==> config.mk <==
export PLATFORM = sky130hd
export DESIGN_NAME = fetch_unit_flat
export DESIGN_NICKNAME = d
export VERILOG_FILES = /design/src/rtl/fetch_if.sv /design/src/rtl/fetch_unit.sv /design/src/flat_wrapper.sv
export SDC_FILE = /design/constraint.sdc
export NUM_CORES = 1
export LEC_CHECK = 0
export CORE_MARGIN = 5
export CORE_UTILIZATION = 28
export CTS_CLUSTER_DIAMETER = 40
export DETAILED_ROUTE_END_ITERATION = 10
export PLACE_DENSITY_LB_ADDON = 0.1
export SETUP_SLACK_MARGIN = 0.15
export SLEW_MARGIN = 20
export SYNTH_ARGS = -nofsm -noshare
export SYNTH_HDL_FRONTEND = slang
export SYNTH_SLANG_ARGS = --single-unit
==> constraint.sdc <==
create_clock -name clk -period 3.5 [get_ports clk]
set_input_delay 0.7 -clock clk [delete_from_list [all_inputs] [get_ports clk]]
set_output_delay 0.7 -clock clk [all_outputs]
set_load 0.1 [all_outputs]
==> src/rtl/fetch_if.sv <==
// Fetch-stage bus: instruction-memory lookup, decode-side control and the IF/ID register outputs.
interface fetch_if #(
    parameter int PC_W  = 32,
    parameter int IDX_W = 10
);
    logic [IDX_W-1:0] pc_out;
    logic [31:0]      insn_in;
    logic             stall;
    logic             redirect;
    logic [PC_W-1:0]  redirect_pc;
    logic [31:0]      id_insn;
    logic [PC_W-1:0]  id_pc;
    logic             id_valid;
    logic             halted;
    logic             misalign_err;

    modport master (
        output pc_out,
        input  insn_in,
        input  stall,
        input  redirect,
        input  redirect_pc,
        output id_insn,
        output id_pc,
        output id_valid,
        output halted,
        output misalign_err
    );

    modport slave (
        input  pc_out,
        output insn_in,
        output stall,
        output redirect,
        output redirect_pc,
        input  id_insn,
        input  id_pc,
        input  id_valid,
        input  halted,
        input  misalign_err
    );
endinterface

==> src/rtl/fetch_unit.sv <==
// Instruction-fetch stage: owns the PC, indexes instruction memory and fills the IF/ID register.
module fetch_unit #(
    parameter logic [31:0] RESET_PC = 32'h0000_0000,
    parameter int          PC_W     = 32,
    parameter int          IDX_W    = 10
) (
    input  logic   clk,
    input  logic   rst_n,
    fetch_if.master bus
);
    localparam logic [31:0] NOP   = 32'h0000_0013;
    localparam logic [31:0] ECALL = 32'h0000_0073;

    typedef enum logic [1:0] {BOOT, RUN, HALT} state_t;

    state_t          state, state_nxt;
    logic [PC_W-1:0] pc, pc_nxt;
    logic [31:0]     id_insn_q, id_insn_nxt;
    logic [PC_W-1:0] id_pc_q, id_pc_nxt;
    logic            id_valid_q, id_valid_nxt;
    logic            err_q, err_nxt;

    // NOTE: sequential state uses non-blocking assignments so every register samples pre-edge values.
    always_ff @(posedge clk or negedge rst_n) begin
        if (!rst_n) begin
            state      <= BOOT;
            pc         <= PC_W'(RESET_PC);
            id_insn_q  <= NOP;
            id_pc_q    <= '0;
            id_valid_q <= 1'b0;
            err_q      <= 1'b0;
        end else begin
            state      <= state_nxt;
            pc         <= pc_nxt;
            id_insn_q  <= id_insn_nxt;
            id_pc_q    <= id_pc_nxt;
            id_valid_q <= id_valid_nxt;
            err_q      <= err_nxt;
        end
    end

    // NOTE: every output of this block is defaulted to its held value first, so no latch can be inferred.
    always_comb begin
        state_nxt    = state;
        pc_nxt       = pc;
        id_insn_nxt  = id_insn_q;
        id_pc_nxt    = id_pc_q;
        id_valid_nxt = id_valid_q;
        err_nxt      = err_q;

        case (state)
            BOOT: state_nxt = RUN;
            RUN: begin
                if (bus.redirect) begin
                    // A redirect always squashes the wrong-path instruction, even when it traps.
                    id_insn_nxt  = NOP;
                    id_valid_nxt = 1'b0;
                    if (bus.redirect_pc[1:0] == 2'b00) begin
                        pc_nxt = bus.redirect_pc;
                    end else begin
                        err_nxt   = 1'b1;
                        state_nxt = HALT;
                    end
                end else if (!bus.stall) begin
                    id_insn_nxt  = bus.insn_in;
                    id_pc_nxt    = pc;
                    id_valid_nxt = 1'b1;
                    if (bus.insn_in == ECALL) begin
                        state_nxt = HALT;
                    end else begin
                        pc_nxt = pc + PC_W'(4);
                    end
                end
            end
            HALT: begin
                // Under stall a pending ECALL stays visible until decode consumes it.
                if (!bus.stall) begin
                    id_insn_nxt  = NOP;
                    id_valid_nxt = 1'b0;
                end
            end
            default: state_nxt = BOOT;
        endcase
    end

    assign bus.pc_out       = pc[IDX_W+1:2];
    assign bus.id_insn      = id_insn_q;
    assign bus.id_pc        = id_pc_q;
    assign bus.id_valid     = id_valid_q;
    assign bus.halted       = (state == HALT);
    assign bus.misalign_err = err_q;
endmodule

==> src/flat_wrapper.sv <==
// flat-port wrapper written by rule: the top's interface ports become plain ports
module fetch_unit_flat 
#(
    parameter logic [31:0] RESET_PC = 32'h0000_0000,
    parameter int          PC_W     = 32,
    parameter int          IDX_W    = 10
)
  (clk, rst_n, bus_pc_out, bus_insn_in, bus_stall, bus_redirect, bus_redirect_pc, bus_id_insn, bus_id_pc, bus_id_valid, bus_halted, bus_misalign_err);
  fetch_if #(.PC_W(PC_W), .IDX_W(IDX_W)) bus_i ();
  input  logic clk;
  input  logic rst_n;
  output wire logic [$bits(bus_i.pc_out)-1:0] bus_pc_out;
  input wire logic [$bits(bus_i.insn_in)-1:0] bus_insn_in;
  input wire logic [$bits(bus_i.stall)-1:0] bus_stall;
  input wire logic [$bits(bus_i.redirect)-1:0] bus_redirect;
  input wire logic [$bits(bus_i.redirect_pc)-1:0] bus_redirect_pc;
  output wire logic [$bits(bus_i.id_insn)-1:0] bus_id_insn;
  output wire logic [$bits(bus_i.id_pc)-1:0] bus_id_pc;
  output wire logic [$bits(bus_i.id_valid)-1:0] bus_id_valid;
  output wire logic [$bits(bus_i.halted)-1:0] bus_halted;
  output wire logic [$bits(bus_i.misalign_err)-1:0] bus_misalign_err;
  assign bus_pc_out = bus_i.pc_out;
  assign bus_i.insn_in = bus_insn_in;
  assign bus_i.stall = bus_stall;
  assign bus_i.redirect = bus_redirect;
  assign bus_i.redirect_pc = bus_redirect_pc;
  assign bus_id_insn = bus_i.id_insn;
  assign bus_id_pc = bus_i.id_pc;
  assign bus_id_valid = bus_i.id_valid;
  assign bus_halted = bus_i.halted;
  assign bus_misalign_err = bus_i.misalign_err;
  fetch_unit #(.RESET_PC(RESET_PC), .PC_W(PC_W), .IDX_W(IDX_W)) u_core (.clk(clk), .rst_n(rst_n), .bus(bus_i));
endmodule
Yosys cells after proc, flatten, opt, wreduce, memory -nomap -nowiden:

Index checks and enable logic that the tools add are counted.

* equal/unequal tests: 10
* muxes and demuxes: 17
* add/subtract/negate cells: 1
* reductions and logical operators: 8
* bitwise logic cells: 4

Operators by type and width (number)
* $mux 32: 7
* $pmux 32 s2: 1
* $add 32x3->32 const B: 1
* $eq 32x7->1 const B: 1
* $reduce_and 3->1: 3
* $mux 2: 4
* $reduce_and 4->1: 2
* $ne 3x3->1 const B: 2
* $pmux 2 s3: 1
* $logic_not 2->1: 2
* $ne 2x1->1 const B: 2
* $ne 2x2->1 const B: 2
* $not 1->1: 4
* $mux 1: 3
* $ne 3x2->1 const B: 1
* $eq 2x1->1 const B: 1
* $eq 2x2->1 const B: 1
* $pmux 1 s2: 1
* $reduce_bool 2->1: 1

* logic and storage cells: 46
* register bits: 100
* bits of input ports: 68
* output and inout port bits: 77

Longest topological paths before layout:

* depth after elaboration: 5
* mapped depth: 9
* depth with buffers taken out: 7

Worst setup path before layout:

No wires, ideal clock.

* kind: register -> register
* start: reg u_core.state[0]
* end: reg u_core.id_insn_q[10] (netlist: u_core.bus.id_insn[10])
* stages on the path, launching flop included: 7
* slack: 1.202 ns
* data required time: 3.431 ns
* period minus slack after synthesis: 2.298 ns
* setup time: 0.069 ns
* path buffers: 1
* data arrival time: 2.229 ns
* cells stage by stage: dfrtp_1 inv_1 ha_1 o21ai_0 nand2_1 clkbuf_1 a22o_1

* cells in the longest elaborated chain, start to end: 3
* elaborated cells between the ends (all ways): 7
* classes of those cells: eq/ne: 4; mux: 1; reduce/logical: 2

RTL lines
* from (decl): RTL line fetch_unit.sv:16 `state_t state, state_nxt;`
* from (signal assigned): RTL line fetch_unit.sv:33 `state <= state_nxt;`
* $eq 2x2->1 *
* named net bus_halted: RTL line flat_wrapper.sv:20 `output wire logic [$bits(bus_i.halted)-1:0] bus_halted;`
* $ne 2x2->1 (no source line) or $reduce_bool 2->1 (tied branches)
* $reduce_and 3->1 (no source line)
* to (signal assigned): RTL line fetch_unit.sv:35 `id_insn_q <= id_insn_nxt;`
* to (decl): RTL line fetch_unit.sv:18 `logic [31:0] id_insn_q, id_insn_nxt;`

Mark *: on every way through the listed nets, which the timed path passes. The rest lies on a longest branch.
A chain may end at the register's enable or synchronous reset.

Worst setup path after layout:

* start: in bus_insn_in[15]
* end: reg u_core.pc[14]

* cells in the longest elaborated chain, start to end: 3

RTL lines
* from (decl): RTL line flat_wrapper.sv:13 `input wire logic [$bits(bus_i.insn_in)-1:0] bus_insn_in;`
* $eq 32x7->1: RTL line fetch_unit.sv:68 `if (bus.insn_in == ECALL) begin`
* $ne 2x2->1 (no source line)
* $reduce_and 4->1 (no source line)
* to (signal assigned): RTL line fetch_unit.sv:27 `pc <= PC_W'(RESET_PC);`
* to (signal assigned): RTL line fetch_unit.sv:34 `pc <= pc_nxt;`
* to (decl): RTL line fetch_unit.sv:17 `logic [PC_W-1:0] pc, pc_nxt;`

Every way passes these cells.

==> results by group <==
Floorplan
  • IO Count: 145
  • Chip Width: 139 µm
  • Rows: 47
  • Starting Density: 0.284
  • CORE AREA: 16,500 µm²
  • Die height: 139 µm
  • Die ar.: 19,400 µm²

STA
  • Worst rel slew slack: 0.328
  • Worst-margin pin slew: 1000 ps
  • F_max: 365 MHz
  • Final Hold Viols: 0
  • Fin Setup TNS: 0 ps
  • Final setup violation count: 0
  • RSZ-0062 raised after global routing: no
  • Period utilization: 0.783
  • Final Max Slew Viols: 0
  • Post-layout min period: 2740 ps
  • Setup Skew: 8.10 ps

Clocking
  • CTS Sinks: 100
  • Clk Latency, worst-skew pair: 350 ps
  • CTS tree: done
  • Setup bufs post-CTS: 0
  • Clock Root Buffer: clkbuf_16
  • Max clock buf depth: 2
  • Hold_buf cts: 0
  • H-tree depth: 3
  • Clock Pin Slew Worst Setup and Hold Paths: 70 ps
  • CTS resizes: 0
  • CTS Buf Count: 9

Critical path
  • Worst Path Buf+Inv: 2
  • WS Path Type: primary input to flop
  • Max stage delay on crit path: 660 ps
  • Crit path required time: 3740 ps
  • Reg2reg setup slack: 990 ps
  • CP top delay family: simple AND/OR/NAND/NOR gates
  • R2R cell count: 8
  • Critical Path Source: bus_insn_in[15]
  • Critical-path cell list: clkdlybuf4s50_1 -> and4b_1 -> nand4_1 -> nor4_2 -> nor2_2 -> buf_4 -> o21ai_0 -> a22o_1
  • Worst-path fanout max: 19
  • Crit path DAT: 2980 ps
  • CP endpoint kind: flop
  • CP startpoint kind: primary input
  • Reg2reg end: u_core.pc[14]$_DFFE_PN0P_
  • R2r startpoint: u_core.state[1]$_DFFE_PN0P_
  • CP max stage cell: nor2_2

Finish
  • Multi-input gate area: 1930 µm²
  • Final Net Count: 623
  • Fill count: 1,600
  • FF+latch area: 2510 µm²
  • Layout Cell Area excl Fill: 6540 µm²
  • Share of layout cells above drive strength 1: 0.178
  • Most common cell after layout, fill and taps aside: clkdlybuf4s50_1
  • Most frequent cells in the layout: clkdlybuf4s50_1 (112), dfrtp_1 (97), buf_4 (36), mux2_2 (33), a21oi_1 (33)
  • Final core occ: 0.397
  • Area Overhead vs Synth: 40.0%

Synthesis
  • Synth Cell Area: 4670 µm²
  • Post-synth EDFFs: 0
  • Netlist cell types: 48
  • Area leader, netlist: dfrtp_1
  • Syn Area/Cell: 11.0 µm²
  • Async set-reset flop share out of synthesis: 1.00
  • FF+latch count, synth: 100
  • Yosys top cell area share: 0.519
  • Main flop type after synthesis: dfrtp_1
  • Area contributors post-synth: dfrtp_1 (52%), mux2_2 (7.9%), a22o_1 (5.8%)
  • Sequential area share after synthesis: 0.536
  • Synthesized net count: 497
  • Synthesized instance count: 425
  • YS warnings: 0

Global routing
  • Overall Global Routing Usage: 0.141
  • Vias in the first global route: 3,963
  • Initial antenna violation count: 1
  • Largest net degree at the start of global routing: 62
  • Total gr overflow: 0
  • First-pass GRT wire length: 21.8 mm

Placed design
  • IO Port Bufs: 144
  • Routability cong.: 0.812
  • Dpl hpwl: 9.88 mm
  • Cell Area, Placed: 6220 µm²

Route
  • Drt pass-1 iters: 4
  • Number of DRC markers in iteration 0: 209
  • Residual DRC count: 0
  • Via density: 4.92
  • Routed Antenna Nets: 0
  • Via count: 3,821
  • Routed WL per cell: 17.7 µm
  • Final wirelength: 13.7 mm

Hold path
  • Hold Crit Class: primary input to async pin

Flow run
  • Max-cap violations: 0

Outcome
  • Result of the run: finished, final reports clean
==> how the worst max path moves through the flow <==
stage | to | slack, ps | depth (start not counted)
floorplan | u_core.bus.id_insn[10]$_DFFE_PN0P_ | 1200 | 6
global placement | u_core.pc[14]$_DFFE_PN0P_ | 440 | 8
detailed placement | u_core.pc[14]$_DFFE_PN0P_ | 370 | 8
CTS | u_core.pc[14]$_DFFE_PN0P_ | 750 | 8
global route | u_core.pc[14]$_DFFE_PN0P_ | 650 | 8
finish | u_core.pc[14]$_DFFE_PN0P_ | 760 | 8
==> layout make-up <==
type	count	area share
Antenna cell	1	0.000382
Multi-Input combinational cell	276	0.296
Clock inverter	3	0.00650
Clock buffer	13	0.0428
Timing Repair Buffer	152	0.223
Sequential cell	100	0.383
Tap cell	220	0.0421
Inverter	12	0.00688
==> cell usage after synthesis (4+ instances only) <==
master / count
dfrtp_1: 97
a21oi_1: 33
mux2_2: 33
a22o_1: 31
nand2_1: 22
nor2_1: 21
clkbuf_1: 17
o21ai_0: 17
nand3_1: 16
buf_4: 12
inv_1: 12
and3_1: 8
nand4_1: 7
nor4_1: 7
buf_2: 6
nor2b_1: 6
o21ai_1: 6
o22ai_1: 6
o2bb2ai_1: 6
a22oi_1: 5
a32oi_1: 5
a2bb2oi_1: 4
ha_1: 4
mux2i_1: 4
==> through the flow <==
step	std cells	hold WS (ps)	setup slack, ps
final	777	325	761
after detailed placement	760	453	374
after CTS	776	347	751
after floorplan	425	404	1200
after global placement	760	456	436
after global routing	777	370	646
==> registers in the layout, summed over array words and instances (netlist names) <==
| register | flops |
|---|---|
| u_core.pc | 32 |
| u_core.bus.id_insn | 32 |
| u_core.state | 2 |
| u_core.bus.id_valid | 1 |
| u_core.bus.misalign_err | 1 |
| u_core.bus.id_pc | 32 |
==> cell families (layout without fill, tap and decap cells) <==
family | count (synthesis) | count (layout) | synth area share
flops | 100 | 100 | 0.536
compound gates | 130 | 130 | 0.192
buf+inv | 49 | 180 | 0.0522
simple gates | 105 | 105 | 0.121
fa+ha+maj | 4 | 4 | 0.0107
mux | 37 | 37 | 0.0881
other cells | 0 | 1 | 0
==> metal layers <==
metal  vias to the layer above  track usage  part of all wire
met1                      1870        0.187              0.46
met5                         -            0                 0
met4                         0       0.0592             0.016
met2                       115        0.221              0.47
met3                        13       0.0352             0.053
li1                       1823            -                 -
Power is not shown: default switching activity piles up to over one toggle a cycle in this logic, so the estimate is an artifact.
